`src/rtl/package_settings.sv`:
```
// package_settings: shared datapath sizing for the filter chain.
// SIZE_FILTER_DATA is the MSB index of a signed filter sample.
package package_settings;
    localparam int SIZE_FILTER_DATA = 15;
endpackage

```
`src/rtl/peak_detector_pkg.sv`:
```
// peak_detector_pkg: detector FSM states and the event record.
// peak_event_t is laid out for the default configuration (TS_WIDTH=32, MAX_LEN=64).
// The top derives an equivalent record sized to its own parameters.
package peak_detector_pkg;
    import package_settings::*;
    typedef enum logic [1:0] {IDLE, PEAK, HOLDOFF} peak_state_t;
    typedef struct packed {
        logic signed [SIZE_FILTER_DATA:0] amp;
        logic [31:0]                      ts;
        logic [6:0]                       width;
        logic                             trunc;
    } peak_event_t;
endpackage

```
`src/rtl/filter_peak_detector_slot.sv`:
```
// peak_event_slot: 1-deep valid/ready holding register for detector events.
// Ports: clk, reset (async active-low), load (event offered), d (event),
//        valid/ready (consumer handshake), q (held event),
//        lost_count (saturating count of events offered while the slot was full).
module peak_event_slot
    import peak_detector_pkg::*;
#(
    parameter type T = peak_event_t
) (
    input  logic        clk,
    input  logic        reset,
    input  logic        load,
    input  T            d,
    output logic        valid,
    input  logic        ready,
    output T            q,
    output logic [15:0] lost_count
);
    // A full slot can still take a new event on the cycle it is being drained.
    logic accept;
    assign accept = !valid || ready;
    always_ff @(posedge clk or negedge reset)
        if (!reset) begin
            valid      <= 1'b0;
            q          <= '0;
            lost_count <= '0;
        end else begin
            if (load && accept) begin
                valid <= 1'b1;
                q     <= d;
            end else if (valid && ready)
                valid <= 1'b0;
            if (load && !accept && lost_count != 16'hFFFF)
                lost_count <= lost_count + 16'd1;
        end
endmodule

```
`src/rtl/filter_peak_detector.sv`:
```
// filter_peak_detector: finds pulses in the shaped filter stream and reports
// amplitude, time of maximum and width of each one.
// Ports: clk, reset (async active-low), enable, filter_data (signed sample every cycle),
//        peak_valid/peak_ready (event handshake), peak_amp, peak_time, peak_width,
//        peak_trunc (pulse reached MAX_LEN), lost_count (events dropped on a full slot).
module filter_peak_detector
    import package_settings::*;
    import peak_detector_pkg::*;
#(
    parameter int THRESHOLD = 64,
    parameter int HOLDOFF   = 16,
    parameter int MAX_LEN   = 64,
    parameter int TS_WIDTH  = 32
) (
    input  logic                                 clk,
    input  logic                                 reset,
    input  logic                                 enable,
    input  logic signed [SIZE_FILTER_DATA:0]     filter_data,
    output logic                                 peak_valid,
    input  logic                                 peak_ready,
    output logic signed [SIZE_FILTER_DATA:0]     peak_amp,
    output logic [TS_WIDTH-1:0]                  peak_time,
    output logic [$clog2(MAX_LEN+1)-1:0]         peak_width,
    output logic                                 peak_trunc,
    output logic [15:0]                          lost_count
);
    localparam int WW = $clog2(MAX_LEN+1);
    localparam int HW = $clog2(HOLDOFF+1);
    localparam logic signed [SIZE_FILTER_DATA:0] THR = (SIZE_FILTER_DATA+1)'(THRESHOLD);
    localparam logic [WW-1:0] ML = WW'(MAX_LEN);
    localparam logic [HW-1:0] HO = HW'(HOLDOFF);
    typedef struct packed {
        logic signed [SIZE_FILTER_DATA:0] amp;
        logic [TS_WIDTH-1:0]              ts;
        logic [WW-1:0]                    width;
        logic                             trunc;
    } ev_t;
    logic [TS_WIDTH-1:0]              ts_cnt, ts_q, tm, tm_d;
    logic signed [SIZE_FILTER_DATA:0] sample_q, amp, amp_d;
    logic [WW-1:0]                    width, width_d;
    logic [HW-1:0]                    hcnt, hcnt_d;
    peak_state_t                      state, state_d;
    logic                             above, emit, trunc;
    ev_t                              ev_d, ev_q;
    assign above = sample_q > THR;
    always_ff @(posedge clk or negedge reset)
        if (!reset) begin
            ts_cnt   <= '0;
            ts_q     <= '0;
            sample_q <= '0;
            state    <= IDLE;
            amp      <= '0;
            tm       <= '0;
            width    <= '0;
            hcnt     <= '0;
        end else begin
            ts_cnt   <= ts_cnt + 1'b1;
            ts_q     <= ts_cnt;
            sample_q <= filter_data;
            state    <= state_d;
            amp      <= amp_d;
            tm       <= tm_d;
            width    <= width_d;
            hcnt     <= hcnt_d;
        end
    // The emitted event is built from the *_d values so that a final sample
    // which is also the new maximum is reflected in the event.
    always_comb begin
        state_d = state;
        amp_d   = amp;
        tm_d    = tm;
        width_d = width;
        hcnt_d  = hcnt;
        emit    = 1'b0;
        trunc   = 1'b0;
        if (!enable)
            state_d = IDLE;
        else
            case (state)
                IDLE:
                    if (above) begin
                        state_d = PEAK;
                        amp_d   = sample_q;
                        tm_d    = ts_q;
                        width_d = WW'(1);
                    end
                PEAK:
                    if (above) begin
                        width_d = width + 1'b1;
                        if (sample_q > amp) begin
                            amp_d = sample_q;
                            tm_d  = ts_q;
                        end
                        if (width_d == ML) begin
                            emit    = 1'b1;
                            trunc   = 1'b1;
                            hcnt_d  = '0;
                            state_d = peak_detector_pkg::HOLDOFF;
                        end
                    end else begin
                        // the terminating sample is already the first quiet sample
                        emit    = 1'b1;
                        hcnt_d  = HW'(1);
                        state_d = (HO <= HW'(1)) ? IDLE : peak_detector_pkg::HOLDOFF;
                    end
                default: begin
                    hcnt_d = above ? '0 : hcnt + 1'b1;
                    if (hcnt_d == HO)
                        state_d = IDLE;
                end
            endcase
    end
    assign ev_d = '{amp: amp_d, ts: tm_d, width: width_d, trunc: trunc};
    peak_event_slot #(.T(ev_t)) u_slot (
        .clk        (clk),
        .reset      (reset),
        .load       (emit),
        .d          (ev_d),
        .valid      (peak_valid),
        .ready      (peak_ready),
        .q          (ev_q),
        .lost_count (lost_count)
    );
    assign peak_amp   = ev_q.amp;
    assign peak_time  = ev_q.ts;
    assign peak_width = ev_q.width;
    assign peak_trunc = ev_q.trunc;
endmodule
```
`config.mk`:
```
export PLATFORM = sky130hd
export DESIGN_NAME = filter_peak_detector
export DESIGN_NICKNAME = d
export VERILOG_FILES = /design/src/rtl/package_settings.sv /design/src/rtl/peak_detector_pkg.sv /design/src/rtl/filter_peak_detector_slot.sv /design/src/rtl/filter_peak_detector.sv
export SDC_FILE = /design/constraint.sdc
export NUM_CORES = 1
export LEC_CHECK = 0
export CAP_MARGIN = 20
export CORE_MARGIN = 5
export CORE_UTILIZATION = 41
export CTS_CLUSTER_DIAMETER = 150
export DETAILED_ROUTE_END_ITERATION = 8
export GPL_ROUTABILITY_DRIVEN = 0
export PLACE_DENSITY_LB_ADDON = 0.2
export REMOVE_ABC_BUFFERS = 1
export SLEW_MARGIN = 30
export SYNTH_ARGS = -nofsm -noshare
export SYNTH_HDL_FRONTEND = slang
export SYNTH_HIERARCHICAL = 1
export SYNTH_SLANG_ARGS = --single-unit
```
`constraint.sdc`:
```
create_clock -name clk -period 7.87 [get_ports clk]
set_clock_uncertainty 0.15 [all_clocks]
set_input_delay 0.787 -clock clk [delete_from_list [all_inputs] [get_ports clk]]
set_output_delay 0.787 -clock clk [all_outputs]
set_load 0.01 [all_outputs]
```
==> flow_summary.json, run 1 <==
{
  "status": "complete, no violations",
  "p_int_w": 0.002143,
  "start_util_pct": 41.28,
  "synth_area_leaders": "dfrtp_1 62%, mux2_2 10%, mux2_1 3.5%",
  "power.share.sequential_pct": 45.2,
  "ys.flop_type": "dfrtp_1",
  "seq_area_frac_synth_pct": 62.40,
  "use_met1_pct": 18.74,
  "grt_util_met2_pct": 23.71,
  "coreArea_sq_um": 20890,
  "synth.top_cell.area_share_pct": 62.40,
  "crit_fanout": 48,
  "grtUsageMet3_pct": 2.531,
  "clk_latency_ns": 0.50,
  "ys_types": 49,
  "synth_top_family_by_area": "multiplexers",
  "worst_pin_slew_ns": 0.8393,
  "antenna_found_initial": 0,
  "cts_sinks": 215,
  "track_usage_pct": 13.99,
  "die_x_microns": 155.0,
  "dpl_cell_area_sq_um": 9844,
  "grt_first_pass_wirelength_microns": 27920,
  "die_y_microns": 155.0,
  "yosys-mux-area-fraction_pct": 13.93,
  "maxCapViolCount": 0,
  "slew_viol_final": 0,
  "combPwrFrac_pct": 13.5,
  "end_kind": "register",
  "dpl.hpwl_microns": 11130,
  "syn_area_sq_um": 8622,
  "fin_hold_ws_ns": 0.1258,
  "ctsHoldBuffers": 0,
  "synth_edf_count": 0,
  "critical_path_arrival_ns": 3.98,
  "cts_tree": "done",
  "vias": 5204,
  "cts_setup_buffers": 0,
  "die-area_sq_um": 24030,
  "clkTransAtPathRegs_ns": 0.06,
  "critPathKind": "reg -> reg",
  "grt_pass1_vias": 5404,
  "synth_xor_area_share_pct": 4.470,
  "yosys.area_share.simple_pct": 10.26,
  "netlist_instances": 643,
  "avgSynthCellArea_sq_um": 13.41,
  "clockRootBuffer": "clkbuf_16",
  "grt_overflow": 0,
  "r2r_setup_slack_ns": 4.12,
  "power.density_nw_per_um2": 262.8,
  "num_antenna_cells": 0,
  "max-vdd-ir-drop_v": 0.0001876,
  "final_area_sq_um": 10690,
  "synth-warning-count": 6,
  "ant_nets": 0,
  "switchingPower_w": 0.0006662,
  "leakage_nw": 5.055,
  "crit_required_ns": 8.10,
  "period_needed_ns": 3.752,
  "rows": 53,
  "synth-compound-area-share_pct": 3.686,
  "synthToLayoutAreaGrowth_pct": 23.97,
  "drt-initial-drc-count": 164,
  "yosysMostFrequentCell": "dfrtp_1",
  "grt_max_degree": 91,
  "cts-htree-levels": 1,
  "fmax_ghz": 0.2665,
  "io_pins": 93,
  "ff_latch_area_sq_um": 5380,
  "wl_microns": 16530,
  "firstDrtPassIters": 4,
  "drc": 0,
  "portBuffers": 92,
  "drive_above_1_share_pct": 17.47,
  "synth_area_leader_cell": "dfrtp_1",
  "clkPwrFrac_pct": 41.3,
  "setup_viol": 0,
  "clock_path_buffers": 3,
  "crit_path_start_kind": "register",
  "slew_headroom_pct": 43.84,
  "tns_ns": 0,
  "avgViaCountPerCell": 4.994,
  "ys_ff_latch": 215,
  "synth-adder-area-share_pct": 3.047,
  "wire_per_inst_microns": 15.86,
  "hold_viol": 0,
  "post_cts_resize_count": 0,
  "hp-class": "in -> async",
  "swShare_pct": 23.72,
  "cts_buffers": 24,
  "rsz0062_at_grt": "false",
  "fill_cells": 1817,
  "multi_input_area_sq_um": 3060,
  "nets": 790,
  "synthTopCellsByCount": "215 x dfrtp_1, 77 x mux2_2, 47 x nand2_1",
  "grt.busiest_layer": "met2",
  "async_reset_ff_share_pct": 100.0,
  "min_period_over_period_pct": 47.68
}
power by group through the flow:
| stage | combinational, W | sequential, W | clock [W] |
|---|---|---|---|
| 2_1_floorplan | 0.000167 | 0.00130 | 0 |
| 3_3_place_gp | 0.000377 | 0.00129 | 0 |
| 3_5_place_dp | 0.000384 | 0.00129 | 0 |
| 4_1_cts | 0.000388 | 0.00127 | 0.00120 |
| 5_1_grt | 0.000421 | 0.00128 | 0.00124 |
| 6_report | 0.000379 | 0.00127 | 0.00116 |
worst paths after layout:
check                                  start                    end  cells past startpoint
worst max-delay path            sample_q[13]           u_slot/q[20]                      8
worst min-delay path                   reset  u_slot/lost_count[15]                      1
worst max register to register  sample_q[13]           u_slot/q[20]                      8
worst min register to register     ts_cnt[1]                ts_q[1]                      0
max in group asynchronous              reset           u_slot/q[25]                      2
min in group clk                   ts_cnt[1]                ts_q[1]                      0
registers in the layout, summed over array words and instances (netlist names):
| register | count |
|---|---|
| ts_q | 32 |
| ts_cnt | 32 |
| u_slot/lost_count | 16 |
| amp | 16 |
| width | 7 |
| tm | 32 |
| hcnt | 5 |
| state | 2 |
| u_slot/valid | 1 |
| u_slot/q | 56 |
| sample_q | 16 |
per-stage QoR:
step / util (%) / cells / setup slack (ns) / power (W)
after detailed placement: 47.13 / 998 / 3.799 / 0.001673
after global placement: 47.09 / 998 / 3.898 / 0.001664
after CTS: 51.17 / 1042 / 4.057 / 0.002854
after floorplan: - / 627 / 4.091 / 0.001463
after global routing: 51.17 / 1042 / 3.847 / 0.002940
final: 51.17 / 1042 / 4.118 / 0.002809
layer usage:
metal	routed length [microns]	share of wire, %
met4	335	2.0
met2	8157	49
met3	676	4.1
met5	0	0
met1	7362	45
layout by cell type (no fill, tap or decap), drive strengths merged, types with 5 or more instances in the layout:
cell type      count
dfrtp            215
mux2             104
clkdlybuf4s50     91
nand2             47
clkbuf            35
nor2              28
inv               27
xnor2             24
ha                21
xor2              20
nand3             18
nand4             18
nor3              13
o21ai             13
a21oi             12
nor4               9
and3               7
clkinv             7
nand2b             5
worst max-delay path, stage by stage (launching register included):
cell      delay [ns]
dfrtp_1         0.40
nor4_1          0.59
a211oi_1        0.19
nor2_1          0.69
or2_0           0.20
o32a_2          0.14
buf_4           0.57
mux2_1          0.43
mux2_2          0.28
layout make-up:
class	instances	share of cell area, %
Clock inverter	10	1.171
Sequential cell	215	50.33
Clock buffer	34	6.731
Timing Repair Buffer	96	8.966
Multi-Input combinational cell	385	28.63
Inverter	27	0.9481
Tap cell	275	3.219
cells by family (layout without fill, tap and decap cells):
kind of cell / Yosys count / count (layout)
AOI/OAI and AO/OA: 46 / 46
xor gates and xnor gates: 44 / 44
buffers and inverters: 43 / 167
and+or+nand+nor: 167 / 167
DFF: 215 / 215
muxes: 107 / 107
adders and majority gates: 21 / 21
No activity file was read; power rests on OpenSTA's default activity.
==> inputs of run 2 (changes only) <==
==> constraint.sdc (replaced) <==
create_clock -name clk -period 3.2 [get_ports clk]
set_clock_uncertainty 0.15 [all_clocks]
set_input_delay 0.32 -clock clk [delete_from_list [all_inputs] [get_ports clk]]
set_output_delay 0.32 -clock clk [all_outputs]
set_load 0.01 [all_outputs]
==> flow_summary.json, run 2 (synthesis results as in run 1) <==
{
  "min_to": "sample_q[2]",
  "coreArea_sq_um": 20890,
  "worst_pin_slew_ns": 0.7263,
  "use_met1_pct": 19.74,
  "avgViaCountPerCell": 5.020,
  "clock_path_buffers": 3,
  "worstHoldStart": "filter_data[2]",
  "dpl.hpwl_microns": 11720,
  "setup_viol": 0,
  "fmax_ghz": 0.3329,
  "grt_first_pass_wirelength_microns": 29260,
  "tns_ns": 0,
  "instances_no_fill": 1053,
  "critPathKind": "reg -> reg",
  "die-area_sq_um": 24030,
  "grt.busiest_layer": "met2",
  "portBuffers": 92,
  "crit_path_cell_trace": "ha_1 -> nand2_1 -> o21ai_0 -> a221oi_1 -> o32a_4 -> clkbuf_16 -> mux2_1 -> mux2_2",
  "r2r_setup_slack_ns": 0.20,
  "startpoint": "sample_q[3]",
  "period_needed_ns": 3.004,
  "p_total_w": 0.006800,
  "top_register": "u_slot/q",
  "hold_depth": 1,
  "cts_sinks": 215,
  "clkTransAtPathRegs_ns": 0.06,
  "min_period_over_period_pct": 93.86,
  "crit_fanout": 19,
  "hold_viol": 0,
  "nets": 803,
  "grt_max_degree": 85,
  "fin_util_pct": 51.90,
  "cts_setup_buffers": 0,
  "dp.cells": 1010,
  "drive_above_1_share_pct": 19.15,
  "ff2ff_path_depth": 8,
  "antenna_found_initial": 0,
  "cts_tree": "done",
  "drt-initial-drc-count": 202,
  "die_x_microns": 155.0,
  "num_antenna_cells": 0,
  "rr_endpoint": "u_slot/q[15]",
  "grtUsageMet3_pct": 2.809,
  "max-vdd-ir-drop_v": 0.0003968,
  "hp-class": "in -> reg",
  "layout_common_cells": "215 x dfrtp_1, 91 x clkdlybuf4s50_1, 77 x mux2_2, 46 x nand2_1, 28 x nor2_1",
  "fin_hold_ws_ns": 0.1123,
  "cts_buffers": 23,
  "slew_headroom_pct": 51.58,
  "critPathMaxStageDelay_ns": 0.46,
  "crit_slowest_cell": "a221oi_1",
  "fill_cells": 1813,
  "ant_nets": 0,
  "drc": 0,
  "crit_path_start_kind": "register",
  "start_util_pct": 41.28,
  "final_common_cell": "dfrtp_1",
  "rr_startpoint": "sample_q[3]",
  "grt_util_met2_pct": 24.33,
  "end_kind": "register",
  "multi_input_area_sq_um": 3114,
  "io_pins": 93,
  "slew_viol_final": 0,
  "synthToLayoutAreaGrowth_pct": 25.73,
  "power.density_nw_per_um2": 627.3,
  "maxCapViolCount": 0,
  "vias": 5286,
  "leakage_nw": 5.127,
  "clockRootBuffer": "clkbuf_16",
  "ff_latch_area_sq_um": 5380,
  "status": "complete, no violations",
  "die_y_microns": 155.0,
  "cts-htree-levels": 1,
  "largest_reg_flops": 56,
  "firstDrtPassIters": 5,
  "crit_required_ns": 3.43,
  "wl_microns": 17320,
  "clk_latency_ns": 0.50,
  "grt_pass1_vias": 5689,
  "critical_path_arrival_ns": 3.23,
  "track_usage_pct": 14.61,
  "grt_overflow": 0,
  "wire_per_inst_microns": 16.45,
  "rows": 53
}
[run 2: cell count changes in the layout (fill, tap and decap cells not counted), moves of 2 or more]
| cell | previous run | this run |
|---|---|---|
| buf_12 | 0 | 4 |
| buf_4 | 3 | 12 |
| clkbuf_1 | 3 | 1 |
| clkbuf_8 | 7 | 3 |
| clkinvlp_4 | 0 | 4 |
| nor4_1 | 8 | 5 |
| nor4_4 | 1 | 3 |
[run 2: cell type report]
| cell class | instances | share of cell area [%] |
|---|---|---|
| multi-input combinational | 385 | 28.73 |
| tap | 275 | 3.174 |
| sequential | 215 | 49.63 |
| clock buffer | 26 | 5.598 |
| inverter | 27 | 0.9349 |
| clock inverter | 15 | 1.512 |
| timing repair buffer | 110 | 10.42 |
[run 2: per-layer routing]
layer,up-vias,routed length [microns]
met5,-,0
met4,0,403
met3,29,664
met2,87,8483
met1,2686,7768
li1,2484,-
[run 2: where the power goes]
part | switching (W) | internal [W] | total (W) | leakage (nW)
Sequential | 0.000167 | 0.00295 | 0.00312 | 2.82
Combinational | 0.000446 | 0.000547 | 0.000993 | 1.93
Clock | 0.00108 | 0.00161 | 0.00269 | 0.374
[run 2: per-stage QoR]
stage                     cell area, sq um  worst slack, ns
after floorplan                       8533          -0.5127
after global placement                9976          -0.1165
after detailed placement              9976          -0.1025
after CTS                            10770          0.05149
after global routing                 10840        -0.007217
final                                10840           0.1965
[run 2: how the worst max path moves through the flow]
stage / endpoint / cells past startpoint
floorplan: u_slot/q[10] / 7
global placement: u_slot/q[17] / 9
detailed placement: u_slot/q[25] / 9
CTS: u_slot/q[25] / 9
global route: u_slot/q[24] / 9
finish: u_slot/q[15] / 8
[run 2: timing repair]
| item | 4_1_cts | 5_1_grt |
|---|---|---|
| pin swaps | 0 | 2 |
| endpoints found under the hold margin | 79 | 0 |
| resized for setup | 3 | 5 |
| gates cloned | 0 | 1 |
| endpoints found under the setup margin | 47 | 49 |
| hold buffers | 1 | 0 |
[run 2: worst max-delay path: cells and delay by family (launching register included)]
kind,cells,cell delay (ns)
compound gates,3,0.98
fa+ha+maj,1,0.33
mux,2,0.63
flops,1,0.43
simple gates,1,0.15
buf+inv,1,0.22
==> inputs of run 3 (changes only) <==
--- a/config.mk
+++ b/config.mk
@@ -6,8 +6,10 @@
 export NUM_CORES = 1
 export LEC_CHECK = 0
 export CAP_MARGIN = 20
+export CELL_PAD_IN_SITES_DETAIL_PLACEMENT = 0
+export CELL_PAD_IN_SITES_GLOBAL_PLACEMENT = 2
 export CORE_MARGIN = 5
-export CORE_UTILIZATION = 41
+export CORE_UTILIZATION = 35
 export CTS_CLUSTER_DIAMETER = 150
 export DETAILED_ROUTE_END_ITERATION = 8
 export GPL_ROUTABILITY_DRIVEN = 0
==> flow_summary.json, run 3 (synthesis results as in run 1) <==
{
  "status": "complete, no violations",
  "grt_pass1_vias": 5644,
  "leakage_nw": 5.174,
  "portBuffers": 92,
  "num_antenna_cells": 0,
  "vias": 5245,
  "clkTransAtPathRegs_ns": 0.06,
  "die_x_microns": 167.0,
  "drc": 0,
  "crit_required_ns": 3.46,
  "antenna_found_initial": 0,
  "max-vdd-ir-drop_v": 0.0003510,
  "rr_startpoint": "sample_q[11]",
  "multi_input_area_sq_um": 3062,
  "drive_above_1_share_pct": 19.16,
  "instances_no_fill": 1107,
  "cts_setup_buffers": 0,
  "crit_slowest_cell": "dfrtp_1",
  "ant_nets": 0,
  "wire_per_inst_microns": 15.85,
  "clock_path_buffers": 3,
  "min_period_over_period_pct": 93.28,
  "wl_microns": 17550,
  "critPathKind": "reg -> reg",
  "rsz0062_at_grt": "false",
  "period_needed_ns": 2.985,
  "synthToLayoutAreaGrowth_pct": 27.40,
  "crit_path_start_kind": "register",
  "critical_path_arrival_ns": 3.24,
  "worstHoldStart": "filter_data[12]",
  "pre_cts_slack_ns": 0.07164,
  "crit_fanout": 28,
  "maxCapViolCount": 0,
  "slew_viol_final": 0,
  "fin_ws_ns": 0.2151,
  "fin_util_pct": 45.17,
  "slew_headroom_pct": 52.95,
  "power.density_nw_per_um2": 649.4,
  "layout_common_cells": "215 x dfrtp_1, 91 x clkdlybuf4s50_1, 77 x mux2_2, 46 x nand2_1, 28 x nor2_1",
  "largest_reg_flops": 56,
  "tns_ns": 0,
  "cts_buffers": 25,
  "hold_viol": 0,
  "cts_tree": "done",
  "clk_latency_ns": 0.53,
  "critPathTopFamily": "simple AND/OR/NAND/NOR gates",
  "top_register": "u_slot/q",
  "grt_overflow": 0,
  "setup_viol": 0,
  "dpl.hpwl_microns": 11750,
  "worst_pin_slew_ns": 0.7058,
  "start_util_pct": 35.45,
  "fill_cells": 2201,
  "nets": 807,
  "critPathBufInv": 2,
  "cts_sinks": 215,
  "io_pins": 93,
  "startpoint": "sample_q[11]",
  "critPathMaxStageDelay_ns": 0.40,
  "final_common_cell": "dfrtp_1",
  "track_usage_pct": 12.77,
  "coreArea_sq_um": 24320,
  "die_y_microns": 167.0,
  "grt_max_degree": 80,
  "fmax_ghz": 0.3350,
  "end_kind": "register",
  "cts-htree-levels": 1,
  "rows": 57,
  "ff_latch_area_sq_um": 5380,
  "avgViaCountPerCell": 4.738,
  "drt-initial-drc-count": 266,
  "grt_first_pass_wirelength_microns": 29660,
  "hp-class": "in -> reg",
  "dp.cells": 1062,
  "firstDrtPassIters": 4,
  "clockRootBuffer": "clkbuf_16",
  "crit_path_cell_trace": "ha_1 -> nand4_1 -> nor4_1 -> inv_1 -> nor3_1 -> o32a_2 -> buf_12 -> mux2_1 -> mux2_2",
  "die-area_sq_um": 27870
}
## run 3: cell count changes in the layout (fill, tap and decap cells not counted), moves of 2 or more
cell / before / now
nor4_4: 3 / 1
buf_4: 12 / 14
bufinv_16: 3 / 5
clkinvlp_4: 4 / 1
clkbuf_8: 3 / 5
nor4_1: 5 / 7
## run 3: stage by stage
stage	power [W]	instance area, sq um	hold WS (ns)
after floorplan	0.003597	8533	-0.1256
after global placement	0.004141	10070	0.2409
after detailed placement	0.004160	10070	0.2413
after CTS	0.007280	10980	0.06033
after global routing	0.007503	10980	0.05329
final	0.007133	10980	0.08321
## run 3: cell type report
type | count | share of cell area, %
Multi-Input combinational cell | 385 | 27.87
Tap cell | 324 | 3.691
Clock buffer | 31 | 6.265
Sequential cell | 215 | 48.98
Clock inverter | 13 | 1.891
Timing Repair Buffer | 112 | 10.38
Inverter | 27 | 0.9227
## run 3: where the power goes
group	leakage [nW]	switching, W	internal [W]
clock	0.443	0.00112	0.00193
combinational	1.91	0.000420	0.000543
sequential	2.82	0.000172	0.00295
## run 3: timing repair
item | in CTS | in global routing
hold endpoints to repair | 75 | 0
hold buffers | 1 | 0
setup endpoints to repair | 0 | 5
resized for setup | 0 | 1
## run 3: path summary, 6_finish.rpt
kind | end | slack, ns | cells after the start
setup / recovery | u_slot/q[25] | 0.22 | 9
min in group asynchronous | u_slot/lost_count[14] | 0.25 | 2
hold reg to reg | ts_q[31] | 0.25 | 0
max in group asynchronous | u_slot/q[49] | 1.85 | 3
setup reg to reg | u_slot/q[25] | 0.22 | 9
hold / removal | sample_q[12] | 0.08 | 1
## run 3: worst register-to-register path: stages (launching register included)
cell	delay [ns]
dfrtp_1	0.40
ha_1	0.32
nand4_1	0.13
nor4_1	0.39
inv_1	0.09
nor3_1	0.26
o32a_2	0.26
buf_12	0.21
mux2_1	0.40
mux2_2	0.27
## run 3: per-layer routing
layer / share of wire, % / vias to the layer above / global-route usage (%) / wire (microns)
met1: 45 / 2637 / 17.03 / 7892
met4: 2.8 / 0 / 3.664 / 488
met2: 48 / 87 / 21.01 / 8391
li1: - / 2487 / - / -
met5: 0 / - / 0 / 0
met3: 4.4 / 34 / 2.892 / 777
